$ cat src/rtl/regfile_pkg.sv
// regfile_pkg: register-file constants shared with RegFile and the dump FSM state type
package regfile_pkg;
  localparam int REG_DW = 8;
  localparam int REG_AW = 3;
  localparam int REG_COUNT = 8;
  typedef enum logic [1:0] {IDLE, FETCH, SEND} dump_state_t;
endpackage

$ cat src/rtl/reg_dump.sv
// reg_dump: walks RegFile port A over an address range and streams each value out over valid/ready
module reg_dump
  import regfile_pkg::*;
#(
  parameter int DW = REG_DW,
  parameter int AW = REG_AW
) (
  input  logic          Clk,
  input  logic          Reset,
  input  logic          Start,
  input  logic [AW-1:0] First,
  input  logic [AW-1:0] Last,
  output logic [AW-1:0] Ra,
  input  logic [DW-1:0] RdatA,
  output logic          OutValid,
  input  logic          OutReady,
  output logic [DW-1:0] OutData,
  output logic [AW-1:0] OutAddr,
  output logic          Busy,
  output logic          Done
);
  dump_state_t state_q, state_d;
  logic [AW-1:0] last_q, last_d, ra_q, ra_d, addr_q, addr_d;
  logic [DW-1:0] data_q, data_d;
  logic valid_q, valid_d, busy_q, busy_d, done_q, done_d;
  always_comb begin
    state_d = state_q;
    last_d  = last_q;
    ra_d    = ra_q;
    addr_d  = addr_q;
    data_d  = data_q;
    valid_d = valid_q;
    busy_d  = busy_q;
    done_d  = 1'b0;
    case (state_q)
      IDLE: if (Start) begin
        last_d  = Last;
        ra_d    = First;
        busy_d  = 1'b1;
        state_d = FETCH;
      end
      FETCH: begin
        data_d  = RdatA;
        addr_d  = ra_q;
        valid_d = 1'b1;
        state_d = SEND;
      end
      SEND: if (OutReady) begin
        valid_d = 1'b0;
        if (addr_q == last_q) begin
          busy_d  = 1'b0;
          done_d  = 1'b1;
          state_d = IDLE;
        end else begin
          ra_d    = ra_q + 1'b1;
          state_d = FETCH;
        end
      end
      default: state_d = IDLE;
    endcase
  end
  always_ff @(posedge Clk) begin
    if (Reset) begin
      state_q <= IDLE;
      last_q  <= '0;
      ra_q    <= '0;
      addr_q  <= '0;
      data_q  <= '0;
      valid_q <= 1'b0;
      busy_q  <= 1'b0;
      done_q  <= 1'b0;
    end else begin
      state_q <= state_d;
      last_q  <= last_d;
      ra_q    <= ra_d;
      addr_q  <= addr_d;
      data_q  <= data_d;
      valid_q <= valid_d;
      busy_q  <= busy_d;
      done_q  <= done_d;
    end
  end
  assign Ra       = ra_q;
  assign OutValid = valid_q;
  assign OutData  = data_q;
  assign OutAddr  = addr_q;
  assign Busy     = busy_q;
  assign Done     = done_q;
endmodule

$ cat config.mk
export PLATFORM = sky130hd
export DESIGN_NAME = reg_dump
export DESIGN_NICKNAME = d
export VERILOG_FILES = /design/src/rtl/regfile_pkg.sv /design/src/rtl/reg_dump.sv
export SDC_FILE = /design/constraint.sdc
export NUM_CORES = 1
export LEC_CHECK = 0
export BUFFER_PORTS_ARGS = -buffer_cell sky130_fd_sc_hd__buf_2
export CAP_MARGIN = 25
export CORE_MARGIN = 2
export CORE_UTILIZATION = 46
export CTS_CLUSTER_SIZE = 12
export DETAILED_ROUTE_END_ITERATION = 12
export GPL_TIMING_DRIVEN = 0
export PLACE_DENSITY = 0.84
export SLEW_MARGIN = 20
export SYNTH_ARGS = -nofsm -noshare
export SYNTH_HDL_FRONTEND = slang
export SYNTH_SLANG_ARGS = --single-unit
export TNS_END_PERCENT = 5
$ cat constraint.sdc
create_clock -name Clk -period 1.8 [get_ports Clk]
set_clock_uncertainty 0.2 [all_clocks]
set_input_delay 0.09 -clock Clk [delete_from_list [all_inputs] [get_ports Clk]]
set_output_delay 0.09 -clock Clk [all_outputs]
set_load 0.05 [all_outputs]
* Word level (Yosys, flattened, before mapping)
Index checks and enable logic that the tools add are counted.
** Cells by class
- $add $sub $neg :: 1
- Eq/ne operators :: 7
- Mux-type cells :: 15
- Bitwise operators :: 2
- Reduce and logical (&&, ||, !) cells :: 9
** Operator list (count)
- 2-to-1 mux 3 bit :: 3
- != test 2 bit, second input constant :: 4
- AND reduction 4 bit :: 2
- 2-to-1 mux 1 bit :: 6
- case mux 2 bit (3 select lines) :: 1
- case mux 3 bit (2 select lines) :: 1
- AND reduction 2 bit :: 3
- 2-to-1 mux 2 bit :: 2
- case mux 1 bit (2 select lines) :: 2
- nonzero test 2 bit :: 2
- adder 3 x 1 -> 3 bit, second input constant :: 1
- equality test 3 bit :: 1
- OR reduction 3 bit :: 1
- equality test 2 x 1 -> 1 bit, second input constant :: 1
- equality test 2 bit, second input constant :: 1
- zero test 2 bit :: 1
- inverter 1 bit :: 2
** Word-level totals
- Flip-flop bits (word level) :: 22

* Longest topological paths before layout
- Word-level depth :: 4
- Mapped depth :: 6
- Depth with buffers taken out :: 4

* Worst setup path before layout
No wires, ideal clock.
- Path kind :: register to register
- Start point :: reg addr_q[1] (netlist: OutAddr[1])
- End point :: reg ra_q[2] (netlist: Ra[2])
- Data arrival time :: 1.316 ns
- Required time :: 1.481 ns
- Path slack :: 0.165 ns
- Cell stages (with the launch flop) :: 5
- Buffers on the path :: 0
- Period minus slack after synthesis :: 1.635 ns
- Path through :: dfxtp_1 > xnor2_1 > and4_1 > nor3_1 > o221a_1
** On the way
- Word-level cells in the longest chain between the ends :: 3
** RTL lines
- from (decl) :: line reg_dump.sv:23 : logic [AW-1:0] last_q, last_d, ra_q, ra_d, addr_q, addr_d;
- from (signal assigned) :: line reg_dump.sv:76 : addr_q <= addr_d;
- equality test 3 bit :: line reg_dump.sv:50 : if (addr_q == last_q) begin
- != test 2 bit (no line)
- AND reduction 4 bit (no line)
- to (signal assigned) :: line reg_dump.sv:75 : ra_q <= ra_d;
- to (decl) :: line reg_dump.sv:23
No other way between the ends.
A chain may end at the register's enable or synchronous reset.

* Final worst setup path
- Start point :: reg state_q[1]
- End point :: reg ra_q[2] (netlist: Ra[2])
** On the way
- Word-level cells in the longest chain between the ends :: 3
- Elaborated cells between the ends (all ways) :: 8
** RTL lines
- from (decl) :: line reg_dump.sv:22 : dump_state_t state_q, state_d;
- from (signal assigned) :: line reg_dump.sv:73 : state_q <= state_d;
- equality test 2 bit or zero test 2 bit (tied branches) :: line reg_dump.sv:35 : case (state_q)
- != test 2 bit (no line) or nonzero test 2 bit (tied branches)
- AND reduction 4 bit (no line)
Several ways; a longest one is shown, not always the timed one.

==> metrics.txt <==
crit path DAT=roughly 1.6 ns; clock sink count=22; CP bufs+invs=0; post-placement cell count=around 170; die height=48.5 um; Post-synth ARST share=0%; CTS clk-pin slew, worst paths=between 0.1 and 0.15 ns; main area contributors after synthesis=dfxtp_1, nand2_1, a21oi_1, xnor2_1, mux2i_1; Routed Antenna Nets=0; Die Area=between 2000 and 2500 um2; Cell Int Power=~0.75 mW; Slew @ Worst Pin=about 0.48 ns; worst-path cell chain=nand2b_1 > a21oi_1 > nand2_1 > o221a_1; final hold viol count=0; vias=958; Final Net Count=around 180; sequential fraction of the synthesis area=between 40 and 50%; DP HPWL=between 1.5 and 2 mm; Mapped Avg Cell Area=~8.3 um2; Storage cell area=approximately 440 um2; GRT Total Usage=between 20 and 25%; HP Class=in -> reg; IO Count=35; Final WS setup=roughly 0.24 ns; # setup viols final=0; Final min period=between 1.5 and 2 ns; slew margin rel.=approximately two thirds; antenna violations before repair=0; Row Count=16; iteration count of the initial detailed-routing pass=5; register bit total from synthesis=22; leading area contributor after synthesis=dfxtp_1; Yosys Warn Count=0; sequential share of power=approximately 50%; wire per inst=around 12 um; ant diodes=0; multi-input logic area=between 400 and 500 um2; layout cells sized above 1=a little over a quarter; power share of the clock group=approximately 24%; clk_lat worst skew=0.30 ns; Die X=48.5 um; drt drc=0; sw frac=roughly a third; fmax=approximately 640 MHz; port bufs=34; share of the synthesized area in the top cell type=48.3%; CP max FO=8; status=completed; required time of the critical path=about 1.8 ns; RSZ-0062 raised after global routing=no; Final Max Tran Viols=0; cts bufs inserted=3; CP top delay family=compound AO/OA/AOI/OAI gates; Total Wirelength=between 2 and 2.5 mm; nature of the critical path endpoint=flop; FILL cells=149; CTS H-tree depth=1; EDFF count, synth=0; commonest non-fill, non-tap cells in the layout=buf_2, nand2_1, dfxtp_1; syn nets=roughly 130; Largest stage delay, worst path=~0.39 ns; CP max stage cell=dfxtp_2; synthesized area=around 910 um2; fin crit share=between 80% and 90%; Max-cap violations=0; most common cell after layout, fill and taps aside=buf_2; pwr/cell area=between 800 and 900 nW/um2; routed vias/inst=between 5 and 6; Cells after Synth=110; routability-driven placement congestion ratio=0.794; final non-filler cell total=between 150 and 200; CTS tree=yes; setup tns final=0 ns; grt ovf=0; leakage power=between 0.5 and 0.6 nW; Worst setup SP type=flop; Layout Area Growth over Synthesis=42.9%; Switching Power=0.351 mW; Core Region=1920 um2; kind of critical path=reg -> reg; postcts setup bufs=0; Peak supply drop=540 uV; initial DRC count=24; pre-CTS WS=between 0.15 and 0.2 ns; Most used DFF post-synth=dfxtp_1; CTS Buffer Depth=2; Comb pwr share=26.1%; pin count of the biggest net entering global routing=13; vias in the first global route=just over 900; Starting Density=between 40% and 50%; Distinct cells, synth=25; Clock Tree Root=clkbuf_4; first-pass GRT wire length=around 3.8 mm
==> per-stage QoR <==
step | hold slack (ns) | total power, mW | util, % | instance area (um2)
after CTS | 0.0509 | 1.10 | 67.8 | 1300
after floorplan | 0.00748 | 0.745 | - | 912
after detailed placement | 0.136 | 0.818 | 58.1 | 1120
final | 0.0502 | 1.10 | 67.8 | 1300
after global placement | 0.131 | 0.808 | 58.1 | 1120
after global routing | 0.0780 | 1.15 | 67.8 | 1300
==> power by group through the flow <==
| stage | clock [mW] | sequential (mW) | combinational (mW) |
|---|---|---|---|
| global route | 0.288 | 0.550 | 0.312 |
| global placement | 0 | 0.554 | 0.254 |
| finish | 0.266 | 0.546 | 0.287 |
| detailed placement | 0 | 0.556 | 0.261 |
| floorplan | 0 | 0.639 | 0.107 |
| CTS | 0.268 | 0.545 | 0.287 |
==> flip-flops by register name, summed over array words and instances, names as in the netlist <==
signal,cells
Busy,1
state_q,2
OutValid,1
Done,1
OutData,8
OutAddr,3
last_q,3
Ra,3
==> worst reg2reg max path, delay by kind of cell (launching register included) <==
| family | cells | cell delay, ns |
|---|---|---|
| AOI/OAI and AO/OA | 2 | 0.49 |
| DFF | 1 | 0.39 |
| and+or+nand+nor | 2 | 0.38 |
==> synthesized netlist by cell type, drive strengths merged, types with 2 or more instances <==
library cell / n
nand2: 27
a21oi: 19
buf: 4
inv: 4
and2b: 2
dfxtp: 22
mux2i: 2
nor2: 4
xnor2: 3
nand2b: 2
nor2b: 2
clkbuf: 2
nor3: 4
o21ai: 4
==> path summary, 6_finish.rpt <==
check                           cells after the start    endpoint        from  slack (ns)
worst max-delay path                                4       Ra[2]  state_q[1]        0.24
worst min register to register                      2  OutData[7]  OutData[7]        0.26
worst max register to register                      4       Ra[2]  state_q[1]        0.24
worst min-delay path                                4       Ra[2]    First[2]        0.05
==> kinds of logic after synthesis <==
family	after synthesis	share of synthesized area, %
buffers and inverters	10	5.35
flip-flops	22	48.3
multiplexers	2	2.19
AND/OR/NAND/NOR	43	21.8
adder cells (fa/ha/maj)	1	1.37
XOR/XNOR	3	2.88
AO/OA/AOI/OAI	29	18.1
==> routing by layer <==
layer	track usage [%]	vias up	share of wire [%]
li1	-	480	-
met1	22.5	438	43
met2	37.0	31	51
met3	2.16	9	3.3
met4	12.4	0	3.2
met5	0	-	0
==> cell type report <==
cell class | count | share of cell area [%]
inverter | 4 | 1.15
multi-input combinational | 78 | 32.4
timing repair buffer | 49 | 24.6
buffer | 6 | 2.59
tap | 27 | 2.59
sequential | 22 | 33.9
clock buffer | 4 | 2.78
==> timing repair <==
action,CTS,global route
endpoints found under the hold margin,18,0
hold buffers,15,0
gates resized for setup,0,1
endpoints found under the setup margin,0,1
No activity file was read; power rests on OpenSTA's default activity.
